### config.mk
export PLATFORM = sky130hd
export DESIGN_NAME = axis_byte_serializer_flat
export DESIGN_NICKNAME = d
export VERILOG_FILES = /design/src/rtl/axis_pkg.sv /design/src/rtl/axis_byte_serializer_if.sv /design/src/rtl/lsb_onehot_enc.sv /design/src/rtl/axis_byte_serializer.sv /design/src/flat_wrapper.sv
export SDC_FILE = /design/constraint.sdc
export NUM_CORES = 1
export LEC_CHECK = 0
export CAP_MARGIN = 20
export CORE_MARGIN = 2
export CORE_UTILIZATION = 44
export DETAILED_ROUTE_END_ITERATION = 8
export GPL_TIMING_DRIVEN = 1
export PLACE_DENSITY = 0.76
export SYNTH_ARGS = -nofsm -noshare
export SYNTH_HDL_FRONTEND = slang
export SYNTH_HIERARCHICAL = 1
export SYNTH_SLANG_ARGS = --single-unit
### constraint.sdc
create_clock -name ACLK -period 2 [get_ports ACLK]
set_clock_uncertainty 0.1 [all_clocks]
set_input_delay 0.3 -clock ACLK [delete_from_list [all_inputs] [get_ports ACLK]]
set_output_delay 0.3 -clock ACLK [all_outputs]
set_load 0.1 [all_outputs]
### src/rtl/axis_pkg.sv
// Purpose : shared types, constants and helpers for the byte-stream blocks.
// Contents: BYTE_W lane width, serializer FSM state type, single-bit mask test.
package axis_pkg;

    localparam int unsigned BYTE_W     = 8;
    localparam int unsigned MASK_MAX_W = 64;

    typedef enum logic {
        IDLE = 1'b0,
        SEND = 1'b1
    } ser_state_t;

    // True when the mask is nonzero and has exactly one bit set; callers zero-extend.
    function automatic logic onehot0_is_single(input logic [MASK_MAX_W-1:0] mask);
        return (mask != '0) && ((mask & (mask - MASK_MAX_W'(1))) == '0);
    endfunction

endpackage

### src/rtl/axis_byte_serializer_if.sv
// Purpose : AXI-Stream bundle (valid/ready/data/keep/last) of configurable width.
// Modports: master drives tvalid/tdata/tkeep/tlast and samples tready;
//           slave is the mirror image.
interface axis_byte_serializer_if #(
    parameter int unsigned DATA_W = 32
);
    localparam int unsigned KEEP_W = DATA_W / 8;

    logic              tvalid;
    logic              tready;
    logic [DATA_W-1:0] tdata;
    logic [KEEP_W-1:0] tkeep;
    logic              tlast;

    modport master (output tvalid, output tdata, output tkeep, output tlast, input tready);
    modport slave  (input tvalid, input tdata, input tkeep, input tlast, output tready);

endinterface

### src/rtl/lsb_onehot_enc.sv
// Purpose : isolate the lowest set bit of a mask as one-hot and as a binary index.
// Ports   : i_mask   - input mask
//           o_onehot - one-hot lowest set bit (zero when mask is zero)
//           o_index  - binary index of that bit (zero when mask is zero)
module lsb_onehot_enc #(
    parameter int unsigned N = 4,
    localparam int unsigned IDX_W = (N > 1) ? $clog2(N) : 1
) (
    input  logic [N-1:0]     i_mask,
    output logic [N-1:0]     o_onehot,
    output logic [IDX_W-1:0] o_index
);

    // Two's-complement trick: x & -x keeps only the lowest set bit.
    assign o_onehot = i_mask & (~i_mask + N'(1));

    // Scan downward so the lowest set bit is the last one written.
    always_comb begin
        o_index = '0;
        for (int i = int'(N) - 1; i >= 0; i--) begin
            if (i_mask[i]) begin
                o_index = IDX_W'(i);
            end
        end
    end

endmodule

### src/rtl/axis_byte_serializer.sv
// Purpose : emit the kept bytes of wide AXI-Stream beats one per cycle, lane 0
//           first, skipping null lanes and preserving packet boundaries.
// Ports   : ACLK, reset     - clock and synchronous active-high reset
//           s_axis (slave)  - DATA_WIDTH-wide input beats with tkeep/tlast
//           m_axis (master) - 8-bit output stream, tlast on final kept byte
//           err_null_last   - one-cycle pulse when a tlast beat with no kept
//                             lanes is dropped
module axis_byte_serializer
    import axis_pkg::*;
#(
    parameter int unsigned DATA_WIDTH = 32
) (
    input  logic                           ACLK,
    input  logic                           reset,
    axis_byte_serializer_if.slave          s_axis,
    axis_byte_serializer_if.master         m_axis,
    output logic                           err_null_last
);

    localparam int unsigned LANES = DATA_WIDTH / BYTE_W;
    localparam int unsigned IDX_W = $clog2(LANES);

    ser_state_t            r_state;
    ser_state_t            w_state_n;
    logic [DATA_WIDTH-1:0] r_data;
    logic [DATA_WIDTH-1:0] w_data_n;
    logic [LANES-1:0]      r_rem;
    logic [LANES-1:0]      w_rem_n;
    logic                  r_last;
    logic                  w_last_n;
    logic                  r_err;
    logic                  w_err_n;

    logic [LANES-1:0]      w_cur_oh;
    logic [IDX_W-1:0]      w_cur_idx;
    logic                  w_single;
    logic                  w_s_ready;
    logic                  w_s_hs;
    logic                  w_m_hs;
    logic                  w_s_null;

    // Current lane select and the bit to clear on each output handshake.
    lsb_onehot_enc #(.N(LANES)) u_lane_enc (
        .i_mask   (r_rem),
        .o_onehot (w_cur_oh),
        .o_index  (w_cur_idx)
    );

    assign w_single = onehot0_is_single(MASK_MAX_W'(r_rem));

    // Accept a new beat when empty, or when the final held byte leaves this cycle.
    assign w_s_ready = !reset && ((r_state == IDLE) ||
                                  ((r_state == SEND) && m_axis.tready && w_single));
    assign w_s_hs    = s_axis.tvalid && w_s_ready;
    assign w_m_hs    = (r_state == SEND) && m_axis.tready;
    assign w_s_null  = (s_axis.tkeep == '0);

    // State and beat registers.
    always_ff @(posedge ACLK) begin
        if (reset) begin
            r_state <= IDLE;
            r_data  <= '0;
            r_rem   <= '0;
            r_last  <= 1'b0;
            r_err   <= 1'b0;
        end else begin
            r_state <= w_state_n;
            r_data  <= w_data_n;
            r_rem   <= w_rem_n;
            r_last  <= w_last_n;
            r_err   <= w_err_n;
        end
    end

    // Next-state: drain the held beat; a same-cycle accept overrides the drain.
    always_comb begin
        w_state_n = r_state;
        w_data_n  = r_data;
        w_rem_n   = r_rem;
        w_last_n  = r_last;
        w_err_n   = 1'b0;

        if (w_m_hs) begin
            w_rem_n = r_rem & ~w_cur_oh;
            if (w_single) begin
                w_state_n = IDLE;
            end
        end

        if (w_s_hs) begin
            if (w_s_null) begin
                w_state_n = IDLE;
                w_err_n   = s_axis.tlast;
            end else begin
                w_state_n = SEND;
                w_data_n  = s_axis.tdata;
                w_rem_n   = s_axis.tkeep;
                w_last_n  = s_axis.tlast;
            end
        end
    end

    assign s_axis.tready = w_s_ready;
    assign m_axis.tvalid = (r_state == SEND);
    assign m_axis.tdata  = r_data[BYTE_W * 32'(w_cur_idx) +: BYTE_W];
    assign m_axis.tlast  = r_last && w_single;
    assign m_axis.tkeep  = '1;
    assign err_null_last = r_err;

endmodule

### src/flat_wrapper.sv
// flat-port wrapper written by rule: the top's interface ports become plain ports
module axis_byte_serializer_flat import axis_pkg::*;
#(
    parameter int unsigned DATA_WIDTH = 32
)
  (ACLK, reset, err_null_last, s_axis_tvalid, s_axis_tdata, s_axis_tkeep, s_axis_tlast, s_axis_tready, m_axis_tvalid, m_axis_tdata, m_axis_tkeep, m_axis_tlast, m_axis_tready);
  axis_byte_serializer_if #(.DATA_W((32))) s_axis_i ();
  axis_byte_serializer_if #(.DATA_W(8)) m_axis_i ();
  input  logic ACLK;
  input  logic reset;
  output logic err_null_last;
  input wire logic [$bits(s_axis_i.tvalid)-1:0] s_axis_tvalid;
  input wire logic [$bits(s_axis_i.tdata)-1:0] s_axis_tdata;
  input wire logic [$bits(s_axis_i.tkeep)-1:0] s_axis_tkeep;
  input wire logic [$bits(s_axis_i.tlast)-1:0] s_axis_tlast;
  output wire logic [$bits(s_axis_i.tready)-1:0] s_axis_tready;
  output wire logic [$bits(m_axis_i.tvalid)-1:0] m_axis_tvalid;
  output wire logic [$bits(m_axis_i.tdata)-1:0] m_axis_tdata;
  output wire logic [$bits(m_axis_i.tkeep)-1:0] m_axis_tkeep;
  output wire logic [$bits(m_axis_i.tlast)-1:0] m_axis_tlast;
  input wire logic [$bits(m_axis_i.tready)-1:0] m_axis_tready;
  assign s_axis_i.tvalid = s_axis_tvalid;
  assign s_axis_i.tdata = s_axis_tdata;
  assign s_axis_i.tkeep = s_axis_tkeep;
  assign s_axis_i.tlast = s_axis_tlast;
  assign s_axis_tready = s_axis_i.tready;
  assign m_axis_tvalid = m_axis_i.tvalid;
  assign m_axis_tdata = m_axis_i.tdata;
  assign m_axis_tkeep = m_axis_i.tkeep;
  assign m_axis_tlast = m_axis_i.tlast;
  assign m_axis_i.tready = m_axis_tready;
  axis_byte_serializer #(.DATA_WIDTH(DATA_WIDTH)) u_core (.ACLK(ACLK), .reset(reset), .s_axis(s_axis_i), .m_axis(m_axis_i), .err_null_last(err_null_last));
endmodule
==> key figures, run 1 <==
Yosys
  – Number of enable-type register cells in the synthesized netlist: 0
  – Post-synth net total: 245
  – Portion of the post-synthesis area used by sequential elements: 0.361
  – Post-synthesis cell count: 204
  – Commonest register cell after synthesis: dfxtp_1
  – Synthesis warning total: 6
  – Yosys reg bits: 39
  – Synth cell types: 30
  – Synth Cell Area: 2160 µm²
  – Share of synthesized flip-flops with an asynchronous set or reset: 0
  – Average size of a mapped cell: 10.6 µm²

Placement
  – Setup slack at placement: -18.6 ps
  – Placer congestion estimate: 0.832
  – Detail Placement HPWL: 3250 µm
  – I/O Buffers: 52

Finish
  – Multi-input gate area in the final layout: 1330 µm²
  – Commonest cells after routing, fill and taps aside: 71 x nand2b_1, 39 x clkdlybuf4s50_1, 34 x dfxtp_1
  – Total number of nets in the final design: 310
  – Util after Layout: 0.667
  – Area taken by flip-flops and latches: 800 µm²
  – Share of layout cells above drive strength 1: 0.270
  – Antenna cells: 0
  – Area Growth Syn to Fin: 45.8%
  – Total of fill cells in the finished design: 366
  – Most common cell after layout, fill and taps aside: nand2b_1

Flow run
  – Max-cap violation count: 0

Status
  – Status: finished with violations
  – Violated checks: setup timing

CTS
  – Hold-fix buffers at CTS: 0
  – Clock latency reported for the late side of the worst-skew pair: 290 ps
  – Number of buffers on the longest clock path: 2
  – TritonCTS clock tree: done
  – H-tree levels: 2
  – Root buf cell: clkbuf_8
  – Post-CTS clock slew at the launch and capture registers of the worst setup and hold paths: 80 ps
  – TritonCTS Sinks: 39
  – Total clock buffers created by CTS: 5

Worst setup path
  – Critical register-to-register path startpoint: u_core/r_rem[2]$_SDFF_PP0_
  – Startpoint type of the worst setup path: flip-flop
  – Class of the most critical setup path: flip-flop to output pin
  – Maximum fanout along the worst path: 6
  – Delay of the slowest cell on the worst path: 550 ps
  – R2R depth: 8
  – Crit-path slowest cell: mux4_2
  – Nature of the critical path endpoint: output pin
  – R2R setup slack: 20 ps
  – Required time of the critical path: 1600 ps
  – WP data arrival: 1850 ps
  – Cell breakdown of the critical path: nand2b_4 -> a21oi_4 -> buf_6 -> mux4_2 -> buf_12
  – Worst r2r dst: u_core/r_data[20]$_SDFFE_PP0P_

STA
  – Number of failing setup endpoints in the final timing report: 10
  – Max Fclk: 444 MHz
  – Tmin final: 2250 ps
  – Setup repair after global routing missed its margin: true
  – Final cycle utilization of the critical path: 1.13
  – Hold Violations, Final: 0
  – Worst-case setup margin in the final layout: -252 ps
  – Final Slew Violations: 0

GRT
  – Pin count of the biggest net entering global routing: 49
  – Wire length of the first global-routing pass: 7470 µm
  – Antenna violations before repair: 0
  – Overflow after GRT: 0
  – GR Util All Layers: 0.180
  – Number of global-route vias before repair: 1575

Floorplan
  – Die width: 74.1 µm
  – Standard cell core area: 4720 µm²
  – Height of the die: 74.1 µm
  – Overall die area: 5490 µm²
  – Top Ports: 54
  – Core Rows: 25
  – Initial cell density of the core: 0.458

Power and ir drop
  – Worst voltage drop across the vdd grid: 0.531 mV
  – Leakage power: 0.00118 µW
  – Total power density per cell area: 717 nW/µm²

Drt
  – First-pass iteration count of the detailed router: 4
  – Starting DRC count in detailed routing: 74
  – Via/cell ratio: 4.84
  – Routed WL: 4690 µm
  – Count of unresolved DRC violations after routing: 0
  – Detailed-route via count: 1630
  – Number of routed nets with antenna violations: 0
  – Routed wire length per instance: 13.9 µm

Hold path
  – Min-Delay Endpoint: u_core/r_data[7]$_SDFFE_PP0P_
  – Worst hold start: u_core/r_data[7]$_SDFFE_PP0P_
  – Path type of the worst min-delay path: flip-flop to flip-flop
  – Worst Hold Path Cells: 2
[synth_stat cells (all sizes together) (2+ instances only)]
master / instances / share of area
inv: 3 / 0.0052
nand2: 4 / 0.0069
a21oi: 2 / 0.0064
nand2b: 72 / 0.21
buf: 6 / 0.036
nor2b: 2 / 0.0058
nor3: 4 / 0.014
mux4: 8 / 0.083
mux2i: 33 / 0.15
nor4b: 2 / 0.014
nor2: 4 / 0.014
o32ai: 4 / 0.016
dfxtp: 39 / 0.36
clkbuf: 9 / 0.016
nand3: 4 / 0.0093
[stage by stage]
step                hold slack, ps  instances  instance area (µm²)  power (µW)  setup TNS [ps]
finish                         374        337                 3150        2260           -2100
global route                   400        337                 3150        2360           -2800
CTS                            375        334                 3100        2250           -2230
detailed placement             364        322                 2920        1700           -18.6
global placement               354        322                 2920        1690               0
floorplan                      342        204                 2190        1410            -487
[cell families (layout without fill, tap and decap cells)]
logic type	Yosys count	in the layout	share of synthesized area
buffers and inverters	18	84	0.0573
multiplexers	41	41	0.236
AO/OA/AOI/OAI	9	9	0.0411
XOR/XNOR	1	1	0.00753
other	1	1	0.00173
flip-flops	39	39	0.361
AND/OR/NAND/NOR	95	95	0.295
[cell type report]
cell class | count | share of cell area
well taps | 67 | 0.0266
multi-input cells | 147 | 0.422
clock inverters | 2 | 0.00357
inverters | 3 | 0.00357
clock buffers | 6 | 0.0230
flip-flops and latches | 39 | 0.254
repair buffers | 73 | 0.267
[worst max-delay path: cells and delay by family (launching register included)]
kind,cells,cell delay [ps]
flops,1,360
compound gates,1,150
mux,1,550
buf+inv,2,340
simple gates,1,150
[worst max-delay path by stage]
stage,start,to,slack [ps],cells past startpoint
final,u_core/r_rem[2]$_SDFF_PP0_,m_axis_tdata[2],-250,5
after global routing,u_core/r_rem[2]$_SDFF_PP0_,m_axis_tdata[0],-300,5
after CTS,u_core/r_rem[2]$_SDFF_PP0_,m_axis_tdata[2],-260,5
after detailed placement,u_core/r_rem[0]$_SDFF_PP0_,s_axis_tready,-20,5
after global placement,s_axis_tkeep[0],u_core/r_rem[2]$_SDFF_PP0_,20,5
after floorplan,u_core/r_rem[0]$_SDFF_PP0_,s_axis_tready,-110,5
[report_power, final]
part	switching (µW)	internal, µW
sequential	48.0	839
combinational	438	411
clock	279	245
total	765	1490
[repair_timing]
item / 4_1_cts / 5_1_grt
endpoints found under the setup margin: 10 / 11
setup buffers: 4 / 3
gates resized for setup: 14 / 5
pin swaps: 4 / 2
[flip-flops by register name, summed over array words and instances (netlist names)]
| name | flops |
|---|---|
| u_core/err_null_last | 1 |
| u_core/m_axis.tvalid | 1 |
| u_core/r_data | 32 |
| u_core/r_last | 1 |
| u_core/r_rem | 4 |
[per-layer routing]
metal	track usage	wire, µm	vias up
met1	0.236	2070	768
met2	0.292	2390	33
li1	-	-	825
met3	0.0488	194	4
met4	0.0545	40	0
met5	0	0	-
Note: power is estimated with default switching activity, not from simulation.
==> inputs of run 2 (changes only) <==
- CORE_UTILIZATION: 44 -> 56
- DONT_BUFFER_PORTS: default -> 1
- PLACE_DENSITY: 0.76 -> 0.74
==> run 2 against run 1 <==
  * The flow still finishes with violations (setup timing)
  * Largest power group unchanged
  * Sequential share of layout area rose by 4.3 points
  * Critical path depth did not move
  * Fmax rose by 2.7%
  * Sequential power barely moved
==> key figures, run 2 (same netlist as run 1, synthesis figures left out) <==
CTS
  – Post-CTS clock slew at the launch and capture registers of the worst setup and hold paths: 70 ps (was 80 ps)
  – Number of buffers on the longest clock path: 2 (unchanged)
  – Clock latency reported for the late side of the worst-skew pair: 280 ps (was 290 ps)
  – H-tree levels: 2 (unchanged)
  – Total clock buffers created by CTS: 5 (unchanged)
  – Root buf cell: clkbuf_8 (unchanged)
  – TritonCTS Sinks: 39 (unchanged)
  – TritonCTS clock tree: done (unchanged)

Placement
  – Cell area after placement: 2460 µm² (was 2920 µm²)
  – Placer congestion estimate: 0.767 (was 0.832)
  – Setup slack at placement: 0.685 ps (was -18.6 ps)
  – Detail Placement HPWL: 3130 µm (was 3250 µm)
  – I/O Buffers: 0 (was 52)

STA
  – Setup repair after global routing missed its margin: true (unchanged)
  – Final cycle utilization of the critical path: 1.10 (was 1.13)
  – Worst-case setup margin in the final layout: -193 ps (was -252 ps)
  – Setup TNS after final layout: -1610 ps (was -2100 ps)
  – Hold Violations, Final: 0 (unchanged)
  – Max Fclk: 456 MHz (was 444 MHz)
  – Number of failing setup endpoints in the final timing report: 10 (unchanged)
  – Final Slew Violations: 0 (unchanged)
  – Tmin final: 2190 ps (was 2250 ps)

Finish
  – Total number of nets in the final design: 270 (was 310)
  – Area Growth Syn to Fin: 24.4% (was 45.8%)
  – Non-Filler Cell Area, Final: 2690 µm² (was 3150 µm²)
  – Commonest cells after routing, fill and taps aside: 71 x nand2b_1, 34 x dfxtp_1, 33 x mux2i_1 (was 71 x nand2b_1, 39 x clkdlybuf4s50_1, 34 x dfxtp_1)
  – Most common cell after layout, fill and taps aside: nand2b_1 (unchanged)
  – Share of layout cells above drive strength 1: 0.287 (was 0.270)
  – Util after Layout: 0.729 (was 0.667)
  – Largest register by flop count: u_core/r_data (unchanged)
  – Antenna cells: 0 (unchanged)
  – Top Registers: u_core/r_data (32), u_core/r_rem (4) (unchanged)
  – Max FFs per register: 32 (unchanged)

GRT
  – Antenna violations before repair: 0 (unchanged)
  – Pin count of the biggest net entering global routing: 78 (was 49)
  – GR Util All Layers: 0.215 (was 0.180)
  – Wire length of the first global-routing pass: 7040 µm (was 7470 µm)
  – Overflow after GRT: 0 (unchanged)
  – Number of global-route vias before repair: 1518 (was 1575)

Drt
  – Detailed-route via count: 1503 (was 1630)
  – First-pass iteration count of the detailed router: 4 (unchanged)
  – Routed WL: 4410 µm (was 4690 µm)
  – Starting DRC count in detailed routing: 44 (was 74)
  – Via/cell ratio: 5.41 (was 4.84)
  – Number of routed nets with antenna violations: 0 (unchanged)
  – Routed wire length per instance: 15.9 µm (was 13.9 µm)
  – Count of unresolved DRC violations after routing: 0 (unchanged)

Floorplan
  – Initial cell density of the core: 0.586 (was 0.458)
  – Standard cell core area: 3690 µm² (was 4720 µm²)
  – Height of the die: 66.1 µm (was 74.1 µm)
  – Overall die area: 4370 µm² (was 5490 µm²)
  – Core Rows: 22 (was 25)
  – Top Ports: 54 (unchanged)
  – Die width: 66.1 µm (was 74.1 µm)

Worst setup path
  – Class of the most critical setup path: flip-flop to output pin (unchanged)
  – Required time of the critical path: 1600 ps (about the same)
  – Maximum fanout along the worst path: 4 (was 6)
  – Nature of the critical path endpoint: output pin (unchanged)
  – Startpoint type of the worst setup path: flip-flop (unchanged)
  – WP data arrival: 1790 ps (was 1850 ps)

Power and ir drop
  – Pwr Total: 2120 µW (was 2260 µW)
  – Worst voltage drop across the vdd grid: 0.756 mV (was 0.531 mV)
  – Leakage power: 0.00101 µW (was 0.00118 µW)
  – Total power density per cell area: 790 nW/µm² (was 717 nW/µm²)

Hold path
  – Path type of the worst min-delay path: input pin to flip-flop (was flip-flop to flip-flop)

Status
  – Status: finished with violations (unchanged)
  – Violated checks: setup timing (unchanged)

Flow run
  – Max-cap violation count: 0 (unchanged)
run 2: cell count changes in the layout (fill, tap and decap cells not counted), moves of 2 or more:
| cell | delta |
|---|---|
| buf_12 | -3 |
| clkdlybuf4s50_1 | -39 |
| buf_6 | +2 |
| o32ai_2 | -2 |
| o32ai_1 | +2 |
run 2: final cells by class:
type,count,area [µm²]
Sequential cell,39,797
Tap cell,48,60.1
Timing Repair Buffer,33,419
Fill cell,262,1000
Clock inverter,1,5.00
Clock buffer,7,76.3
Multi-Input combinational cell,147,1320
Inverter,3,11.3
run 2: worst paths after layout:
path,from,cells past startpoint,slack (ps),endpoint
max,u_core/r_rem[2]$_SDFF_PP0_,5,-190,m_axis_tdata[4]
max reg2reg,u_core/r_rem[3]$_SDFF_PP0_,6,70,u_core/r_rem[0]$_SDFF_PP0_
min reg2reg,u_core/r_data[27]$_SDFFE_PP0P_,2,380,u_core/r_data[27]$_SDFFE_PP0P_
min,reset,1,40,u_core/r_rem[3]$_SDFF_PP0_
run 2: power by group:
group	internal [µW]	switching (µW)	leakage, µW
logic	337	401	0.000647
registers	840	46.9	0.000323
clock network	245	255	0.0000422
total	1420	703	0.00101
run 2: stage by stage:
step           instances  hold WS, ps
6_report             278         38.6
5_1_grt              278         8.27
3_5_place_dp         261          270
2_1_floorplan        204          342
4_1_cts              277         18.4
3_3_place_gp         261          268
run 2: timing repair:
item	in CTS	in global routing
hold buffers	1	0
resized for setup	17	0
hold endpoints to repair	1	0
pin swaps	6	4
gates cloned	0	0
buffers inserted	7	1
setup endpoints to repair	10	21
run 2: worst max-delay path, stage by stage (launching register included):
cell and delay [ps]:
dfxtp_2 330, nand2b_4 150, a21oi_4 160, buf_6 150, mux4_2 530, buf_12 190
run 2: routing by layer:
layer,vias to the layer above,track usage,wire length [µm]
li1,739,-,-
met1,717,0.247,1780
met2,41,0.391,2350
met3,6,0.0528,226
met4,0,0.0612,50
met5,-,0,0
==> inputs of run 3 (changes only) <==
--- a/constraint.sdc
+++ b/constraint.sdc
@@ -3,3 +3,3 @@
 set_input_delay 0.3 -clock ACLK [delete_from_list [all_inputs] [get_ports ACLK]]
 set_output_delay 0.3 -clock ACLK [all_outputs]
-set_load 0.1 [all_outputs]
+set_load 0.02 [all_outputs]
==> run 3 against run 2 <==
  * The run still ends with setup timing left
  * Cell count fell by 4.7%
  * Power fell by 13%
  * Routed wire length fell by 4.2%
  * Sequential cell count did not move
  * Sequential share of layout area rose by 2.8 points
  * Clock power rose by 3%
  * Sequential power rose by 0.5%
  * Non-clock buffer count fell by 13
  * First-iteration DRC count rose by 86%
  * Critical path type unchanged
==> key figures, run 3 (same netlist as run 1, synthesis figures left out) <==
Status
  – Status: finished with violations (unchanged)
  – Violated checks: setup timing (unchanged)

Drt
  – Starting DRC count in detailed routing: 82 (was 44)
  – Count of unresolved DRC violations after routing: 0 (unchanged)
  – Routed WL: 4230 µm (was 4410 µm)
  – Number of routed nets with antenna violations: 0 (unchanged)
  – First-pass iteration count of the detailed router: 4 (unchanged)
  – Via/cell ratio: 5.51 (was 5.41)
  – Routed wire length per instance: 15.9 µm (about the same)
  – Detailed-route via count: 1461 (was 1503)

Worst setup path
  – Nature of the critical path endpoint: output pin (unchanged)
  – Crit-path slowest cell: mux4_2 (unchanged)
  – Required time of the critical path: 1600 ps (about the same)
  – WP data arrival: 1700 ps (was 1790 ps)
  – Cell breakdown of the critical path: nand2b_4 -> a21oi_4 -> buf_12 -> mux4_2 (was nand2b_4 -> a21oi_4 -> buf_6 -> mux4_2 -> buf_12)
  – Maximum fanout along the worst path: 8 (was 4)
  – Delay of the slowest cell on the worst path: 580 ps (was 530 ps)
  – Class of the most critical setup path: flip-flop to output pin (unchanged)
  – Startpoint type of the worst setup path: flip-flop (unchanged)

STA
  – Final cycle utilization of the critical path: 1.05 (was 1.10)
  – Number of failing setup endpoints in the final timing report: 9 (was 10)
  – Worst-case setup margin in the final layout: -104 ps (was -193 ps)
  – Setup repair after global routing missed its margin: true (unchanged)
  – Final Slew Violations: 0 (unchanged)
  – Max Fclk: 475 MHz (was 456 MHz)
  – Hold Violations, Final: 0 (unchanged)
  – Tmin final: 2100 ps (was 2190 ps)
  – Setup TNS after final layout: -808 ps (was -1610 ps)

CTS
  – TritonCTS Sinks: 39 (unchanged)
  – Root buf cell: clkbuf_8 (unchanged)
  – Post-CTS clock slew at the launch and capture registers of the worst setup and hold paths: 70 ps (about the same)
  – Clock latency reported for the late side of the worst-skew pair: 280 ps (about the same)
  – Number of buffers on the longest clock path: 2 (unchanged)
  – H-tree levels: 2 (unchanged)
  – TritonCTS clock tree: done (unchanged)
  – Total clock buffers created by CTS: 5 (unchanged)

Finish
  – Max FFs per register: 32 (unchanged)
  – Multi-input gate area in the final layout: 1320 µm² (about the same)
  – Util after Layout: 0.665 (was 0.729)
  – Non-Filler Cell Area, Final: 2450 µm² (was 2690 µm²)
  – Area Growth Syn to Fin: 13.4% (was 24.4%)
  – Total number of nets in the final design: 257 (was 270)
  – Area taken by flip-flops and latches: 796 µm² (was 797 µm²)
  – Antenna cells: 0 (unchanged)
  – Top Registers: u_core/r_data (32), u_core/r_rem (4) (unchanged)
  – Commonest cells after routing, fill and taps aside: 71 x nand2b_1, 35 x dfxtp_1, 33 x mux2i_1 (was 71 x nand2b_1, 34 x dfxtp_1, 33 x mux2i_1)
  – Total of fill cells in the finished design: 293 (was 262)
  – Most common cell after layout, fill and taps aside: nand2b_1 (unchanged)
  – Count of non-filler cells in the finished layout: 265 (was 278)
  – Share of layout cells above drive strength 1: 0.249 (was 0.287)
  – Largest register by flop count: u_core/r_data (unchanged)

Hold path
  – Path type of the worst min-delay path: input pin to flip-flop (unchanged)

Power and ir drop
  – Switching power total: 525 µW (was 703 µW)
  – Clock power frac: 0.280 (was 0.235)
  – Total power density per cell area: 750 nW/µm² (was 790 nW/µm²)
  – Cell internal power dissipation: 1310 µW (was 1420 µW)
  – Register share of total power: 0.484 (was 0.417)
  – Leakage power: 0.000899 µW (was 0.00101 µW)
  – Switching part of the total: 0.285 (was 0.331)
  – Combinational share of power: 0.236 (was 0.348)
  – Worst voltage drop across the vdd grid: 0.450 mV (was 0.756 mV)

Floorplan
  – Standard cell core area: 3690 µm² (unchanged)
  – Die width: 66.1 µm (unchanged)
  – Height of the die: 66.1 µm (unchanged)
  – Top Ports: 54 (unchanged)
  – Core Rows: 22 (unchanged)
  – Initial cell density of the core: 0.586 (unchanged)
  – Overall die area: 4370 µm² (unchanged)

GRT
  – Overflow after GRT: 0 (unchanged)
  – Pin count of the biggest net entering global routing: 78 (unchanged)
  – GR Util All Layers: 0.208 (was 0.215)
  – Number of global-route vias before repair: 1447 (was 1518)
  – Antenna violations before repair: 0 (unchanged)
  – Wire length of the first global-routing pass: 6850 µm (was 7040 µm)

Placement
  – I/O Buffers: 0 (unchanged)
  – Setup slack at placement: 28.9 ps (was 0.685 ps)
  – Placer congestion estimate: 0.745 (was 0.767)
  – Detail Placement HPWL: 2810 µm (was 3130 µm)
  – Cell area after placement: 2200 µm² (was 2460 µm²)
  – Cell count after placement: 247 (was 261)

Flow run
  – Max-cap violation count: 0 (unchanged)
## run 3: final timing paths
check | end | from | cells past startpoint | slack, ps
setup / recovery | m_axis_tdata[1] | u_core/r_rem[2]$_SDFF_PP0_ | 4 | -100
setup reg to reg | u_core/r_data[18]$_SDFFE_PP0P_ | u_core/r_rem[0]$_SDFF_PP0_ | 7 | 100
hold reg to reg | u_core/r_data[13]$_SDFFE_PP0P_ | u_core/r_data[13]$_SDFFE_PP0P_ | 2 | 370
hold / removal | u_core/r_rem[0]$_SDFF_PP0_ | reset | 1 | 30
## run 3: power groups by stage
stage          Clock, µW  Sequential [µW]  Combinational [µW]
2_1_floorplan          0              895                 336
3_3_place_gp           0              897                 365
3_5_place_dp           0              901                 376
4_1_cts              526              887                 404
5_1_grt              562              897                 465
6_report             514              890                 433
## run 3: stage by stage
step | power [µW] | hold WS, ps
2_1_floorplan | 1230 | 342
3_3_place_gp | 1260 | 276
3_5_place_dp | 1280 | 283
4_1_cts | 1820 | 15.3
5_1_grt | 1920 | 13.3
6_report | 1840 | 26.6
## run 3: per-layer routing
metal  up-vias  wire length (µm)  track usage
li1        713                 -            -
met1       698              1770        0.240
met2        43              2150        0.361
met3         7               238       0.0579
met4         0                63       0.0816
met5         -                 0            0
## run 3: what timing repair did
item	in CTS	in global routing
hold buffers	1	0
gates resized for setup	13	9
buffers inserted	4	5
setup endpoints to repair	10	10
pin swaps	3	7
endpoints found under the hold margin	1	0
## run 3: final cells by class
cell class	instances	share of cell area
Clock buffer	6	0.0296
Clock inverter	2	0.00510
Inverter	3	0.00562
Multi-Input combinational cell	147	0.537
Sequential cell	39	0.325
Tap cell	48	0.0245
Timing Repair Buffer	20	0.0735
## run 3: worst max-delay path: cells and delay by family (launching register included)
family	cells	cell delay, ps
buffers and inverters	1	160
flip-flops	1	370
AO/OA/AOI/OAI	1	150
AND/OR/NAND/NOR	1	160
multiplexers	1	580
